### config.mk
export PLATFORM = sky130hd
export DESIGN_NAME = regfile_access_ctrl
export DESIGN_NICKNAME = d
export VERILOG_FILES = /design/src/rtl/constants_pkg.sv /design/src/rtl/regfile_access_ctrl.sv
export SDC_FILE = /design/constraint.sdc
export NUM_CORES = 1
export LEC_CHECK = 0
export CORE_MARGIN = 5
export CORE_UTILIZATION = 43
export DETAILED_ROUTE_END_ITERATION = 12
export PLACE_DENSITY = 0.95
export SYNTH_ARGS = -nofsm -noshare
export SYNTH_HDL_FRONTEND = slang
export SYNTH_SLANG_ARGS = --single-unit
### constraint.sdc
create_clock -name clk -period 3 [get_ports clk]
set_clock_uncertainty 0.2 [all_clocks]
set_input_delay 0.6 -clock clk [delete_from_list [all_inputs] [get_ports clk]]
set_output_delay 0.6 -clock clk [all_outputs]
set_load 0.03 [all_outputs]
### src/rtl/constants_pkg.sv
// Shared types and constants for the register-file access controller.
//   REGISTER_DATA_BITS : default width of register data, operands and result
//   reg_addr_t         : 4-bit register-file address
//   rfc_state_t        : controller FSM state encoding
package constants_pkg;

    localparam int REGISTER_DATA_BITS = 16;

    typedef logic [3:0] reg_addr_t;

    typedef enum logic [2:0] {
        IDLE     = 3'd0,
        READ     = 3'd1,
        ISSUE    = 3'd2,
        WAIT_RES = 3'd3,
        WRITE    = 3'd4
    } rfc_state_t;

endpackage

### src/rtl/regfile_access_ctrl.sv
// Master side of the register-file port interface. Takes one decoded op at a
// time, reads its sources through rd0/rd1, hands the operands to the ALU and
// writes the ALU result back through the write port.
//
// state    | meaning
// ---------+--------------------------------------------------------------
// IDLE     | req_ready high, waiting for a decoded op
// READ     | one cycle, read ports enabled, operands captured at the edge
// ISSUE    | op_valid high, operands held until the ALU takes them
// WAIT_RES | res_ready high, waiting for the ALU result
// WRITE    | one cycle, wr_enable high with latched destination and result
//
// Ports
//   clk, reset                     clock, synchronous active-high reset
//   req_*                          decoded op handshake and fields
//   rd0_*, rd1_*                   register-file read ports (combinational data)
//   wr_*                           register-file write port
//   op_valid/op_ready, op_a/op_b   operand handshake to the ALU
//   res_valid/res_ready, res_data  result handshake from the ALU
//   busy                           controller not idle
module regfile_access_ctrl
    import constants_pkg::*;
#(
    parameter int DATA_BITS = REGISTER_DATA_BITS
) (
    input  logic                 clk,
    input  logic                 reset,
    input  logic                 req_valid,
    output logic                 req_ready,
    input  reg_addr_t            req_src0,
    input  reg_addr_t            req_src1,
    input  logic                 req_use0,
    input  logic                 req_use1,
    input  reg_addr_t            req_dst,
    input  logic                 req_wr,
    output reg_addr_t            rd0_addr,
    output logic                 rd0_enable,
    input  logic [DATA_BITS-1:0] rd0_data,
    output reg_addr_t            rd1_addr,
    output logic                 rd1_enable,
    input  logic [DATA_BITS-1:0] rd1_data,
    output reg_addr_t            wr_addr,
    output logic                 wr_enable,
    output logic [DATA_BITS-1:0] wr_data,
    output logic                 op_valid,
    input  logic                 op_ready,
    output logic [DATA_BITS-1:0] op_a,
    output logic [DATA_BITS-1:0] op_b,
    input  logic                 res_valid,
    output logic                 res_ready,
    input  logic [DATA_BITS-1:0] res_data,
    output logic                 busy
);

    rfc_state_t           state_q, state_d;
    reg_addr_t            src0_q, src0_d;
    reg_addr_t            src1_q, src1_d;
    reg_addr_t            dst_q, dst_d;
    logic                 use0_q, use0_d;
    logic                 use1_q, use1_d;
    logic                 wr_q, wr_d;
    logic [DATA_BITS-1:0] op_a_q, op_a_d;
    logic [DATA_BITS-1:0] op_b_q, op_b_d;
    reg_addr_t            wr_addr_q, wr_addr_d;
    logic [DATA_BITS-1:0] wr_data_q, wr_data_d;

    always_comb begin
        state_d   = state_q;
        src0_d    = src0_q;
        src1_d    = src1_q;
        dst_d     = dst_q;
        use0_d    = use0_q;
        use1_d    = use1_q;
        wr_d      = wr_q;
        op_a_d    = op_a_q;
        op_b_d    = op_b_q;
        wr_addr_d = wr_addr_q;
        wr_data_d = wr_data_q;

        case (state_q)
            IDLE: begin
                if (req_valid) begin
                    src0_d  = req_src0;
                    src1_d  = req_src1;
                    use0_d  = req_use0;
                    use1_d  = req_use1;
                    dst_d   = req_dst;
                    wr_d    = req_wr;
                    state_d = READ;
                end
            end
            READ: begin
                // Unused sources read as zero rather than whatever the port returns.
                op_a_d  = use0_q ? rd0_data : '0;
                op_b_d  = use1_q ? rd1_data : '0;
                state_d = ISSUE;
            end
            ISSUE: begin
                if (op_ready) begin
                    state_d = wr_q ? WAIT_RES : IDLE;
                end
            end
            WAIT_RES: begin
                if (res_valid) begin
                    wr_data_d = res_data;
                    wr_addr_d = dst_q;
                    state_d   = WRITE;
                end
            end
            WRITE: begin
                state_d = IDLE;
            end
            default: begin
                state_d = IDLE;
            end
        endcase
    end

    always_ff @(posedge clk) begin
        if (reset) begin
            state_q   <= IDLE;
            src0_q    <= '0;
            src1_q    <= '0;
            dst_q     <= '0;
            use0_q    <= 1'b0;
            use1_q    <= 1'b0;
            wr_q      <= 1'b0;
            op_a_q    <= '0;
            op_b_q    <= '0;
            wr_addr_q <= '0;
            wr_data_q <= '0;
        end else begin
            state_q   <= state_d;
            src0_q    <= src0_d;
            src1_q    <= src1_d;
            dst_q     <= dst_d;
            use0_q    <= use0_d;
            use1_q    <= use1_d;
            wr_q      <= wr_d;
            op_a_q    <= op_a_d;
            op_b_q    <= op_b_d;
            wr_addr_q <= wr_addr_d;
            wr_data_q <= wr_data_d;
        end
    end

    // Read addresses follow the latched sources, so they hold their last
    // value outside READ; only the enables are qualified by state.
    assign rd0_addr   = src0_q;
    assign rd1_addr   = src1_q;
    assign rd0_enable = (state_q == READ) && use0_q;
    assign rd1_enable = (state_q == READ) && use1_q;

    assign wr_addr    = wr_addr_q;
    assign wr_data    = wr_data_q;
    assign wr_enable  = (state_q == WRITE);

    assign op_a       = op_a_q;
    assign op_b       = op_b_q;
    assign op_valid   = (state_q == ISSUE);
    assign res_ready  = (state_q == WAIT_RES);

    assign req_ready  = (state_q == IDLE);
    assign busy       = (state_q != IDLE);

endmodule

==> flow_summary.toml <==
[cells_and_area]
utilization_pct = 69.5
fin_area_sq_um = 4140
area_delta_synth_final_pct = 55.4
drive_above_1_share_pct = 6.44
final_cell_count_no_fill = 525
num-nets-final = 513
antennaDiodeCount = 0

[yosys]
synth_fa_ha_area_share_pct = 0
yosysWarnings = 0
yosys.area_share.xor_xnor_pct = 0
ys_ff_latch = 70
syn_inst = 323
synthSimpleGateAreaFrac_pct = 26.6
synth-compound-area-share_pct = 13.5
syn-mean-instance-area_sq_um = 8.24
synth_cell_types = 29
synth_top_family_by_area = "simple AND/OR/NAND/NOR gates"
syn-num-nets = 391
yosysSeqAreaShare_pct = 52.6
syn_area_sq_um = 2660
yosys-mux-area-fraction_pct = 0

[detailed_routing]
wl_met3_um = 809
first_pass_iters = 4
vias = 2644
wl_met1_um = 3010
wl_met2_um = 3790
ant_nets = 0
post-route-drc-count = 0
drt-initial-drc-count = 64
top_layer_used = "met4"
routed_via_density = 5.04
wirelength_um = 7680
wire_per_inst_um = 14.6

[global_routing]
overflow = 0
antenna_found_initial = 0
grt_pass1_vias = 2671
grt_pass1_wl_um = 12300
grt_util_all_layers_pct = 19.9
grt_max_degree = 38

[floorplan]
ios = 135
die_area_sq_um = 7870
placement_rows = 28
fp.dieH_um = 88.7
core-area_sq_um = 5960
initial_core_util_pct = 44.7
die-width_um = 88.7

[setup_path]
required_ns = 2.20
ff2ff_path_depth = 3
cp_slowest_cell = "clkdlybuf4s50_1"
cp.arrival_ns = 2.04
end_kind = "primary output"
critPathLaunchType = "register"
path_max_fanout = 14
slowest_delay_ns = 0.66
critical_path_class = "reg -> out"
cp_cell_sequence = "or3_2 > inv_1 > clkdlybuf4s50_1"

[place]
place_area_sq_um = 3960
gp_congestion = 0.741
post-place-ws_ns = 0.510
port_buffers = 134
placed_cells_incl_taps = 509
dp_hpwl_um = 5550

[clocking]
ctsResizeCount = 0
cts.sinks = 70
postCtsSetupRepairBufs = 0
cts_buffer_depth = 2
h-tree-depth = 3
clk_root_buffer_cell = "clkbuf_8"
clk_latency_ns = 0.33
cts_tree = "yes"
cts_buffers = 9
hold_buffers = 0
clk_pin_slew_ns = 0.07

[hold_path]
holdPathStages = 2
hp-class = "reg -> reg"

[power_and_ir_drop]
p_per_area_nw_per_um2 = 472
vdd_drop_max_v = 0.000297
p_leak_nw = 1.43
total_power_mw = 1.95

[timing]
fin_crit_ns = 2.84
maxSlewViolCount = 0
layout_setup_ws_ns = 0.160
slew_headroom_pct = 46.8
hold_ws_ns = 0.254
tns_ns = 0
worst_pin_slew_ns = 0.794
hold_violations = 0
fin_crit_sh_pct = 94.7
fmax_mhz = 352
finalSetupViolCount = 0
grt_setup_unrepaired = "no"

[run]
max_cap_viol_count = 0

[run_status]
status = "completed"
## worst paths after layout
path | from | to | slack, ns
worst max-delay path | state_q[1]$_SDFFE_PP0P_ | req_ready | 0.16
worst min-delay path | op_b[2]$_SDFFE_PP0N_ | op_b[2]$_SDFFE_PP0N_ | 0.25
worst max register to register | state_q[1]$_SDFFE_PP0P_ | wr_data[13]$_SDFFE_PP0P_ | 1.01
worst min register to register | op_b[2]$_SDFFE_PP0N_ | op_b[2]$_SDFFE_PP0N_ | 0.25
## final cells by class
| cell class | count | area, sq um |
|---|---|---|
| Sequential cell | 70 | 1400 |
| Inverter | 1 | 3.75 |
| Clock buffer | 11 | 131 |
| Tap cell | 75 | 93.8 |
| Timing Repair Buffer | 140 | 1390 |
| Multi-Input combinational cell | 223 | 1070 |
| Fill cell | 480 | 1820 |
| Clock inverter | 5 | 50.0 |
## cells in the mapped netlist (all sizes together)
library cell	instances	share of area [%]
nor2b	1	0.24
and3	1	0.24
and2	2	0.47
a31oi	1	0.24
and3b	1	0.38
and4b	1	0.38
or4b	1	0.38
or3	1	0.28
nor2	2	0.28
inv	1	0.14
dfxtp	70	53
nand2	103	15
or3b	1	0.33
clkbuf	14	2.7
nand3	32	6.2
nor4b	1	0.89
buf	15	4.4
nor3b	3	1.3
nand2b	1	0.24
a21oi	68	13
nor4	1	0.24
nand4b	1	0.33
o41ai	1	0.33
## placed cells by master, fill, tap and decap left out, types with 2 or more instances in the layout
cell type / count
buf_4: 7
clkinv_2: 4
a21oi_1: 67
and2_1: 2
clkbuf_8: 9
clkbuf_1: 2
clkdlybuf4s50_1: 131
nor3b_1: 2
nand3_1: 31
nand2_1: 103
dfxtp_1: 70
nor2_1: 2
## flip-flops by register name, indices dropped and copies added, names as in the netlist
register	count
op_b	16
rd1_addr	4
use1_q	1
wr_data	16
dst_q	4
op_a	16
use0_q	1
state_q	3
wr_q	1
wr_addr	4
rd0_addr	4
## report_power, final
part / switching [mW] / internal [mW]
combinational: 0.136 / 0.138
clock: 0.332 / 0.379
sequential: 0.0175 / 0.952
total: 0.485 / 1.47
## worst max-delay path: cells and delay by family, from the launching register on
kind | cells | cell delay (ns)
buffers and inverters | 2 | 0.72
and+or+nand+nor | 1 | 0.52
DFF | 1 | 0.46
## routing by layer
layer,vias to the layer above,GRT usage (%)
li1,1318,-
met1,1223,22.3
met2,95,34.8
met3,8,7.82
met4,0,5.49
met5,-,0
## kinds of logic after synthesis
kind of cell | count (synthesis)
AND/OR/NAND/NOR | 153
flip-flops | 70
AO/OA/AOI/OAI | 70
buffers and inverters | 30
Power figures use the tool's default switching activity.
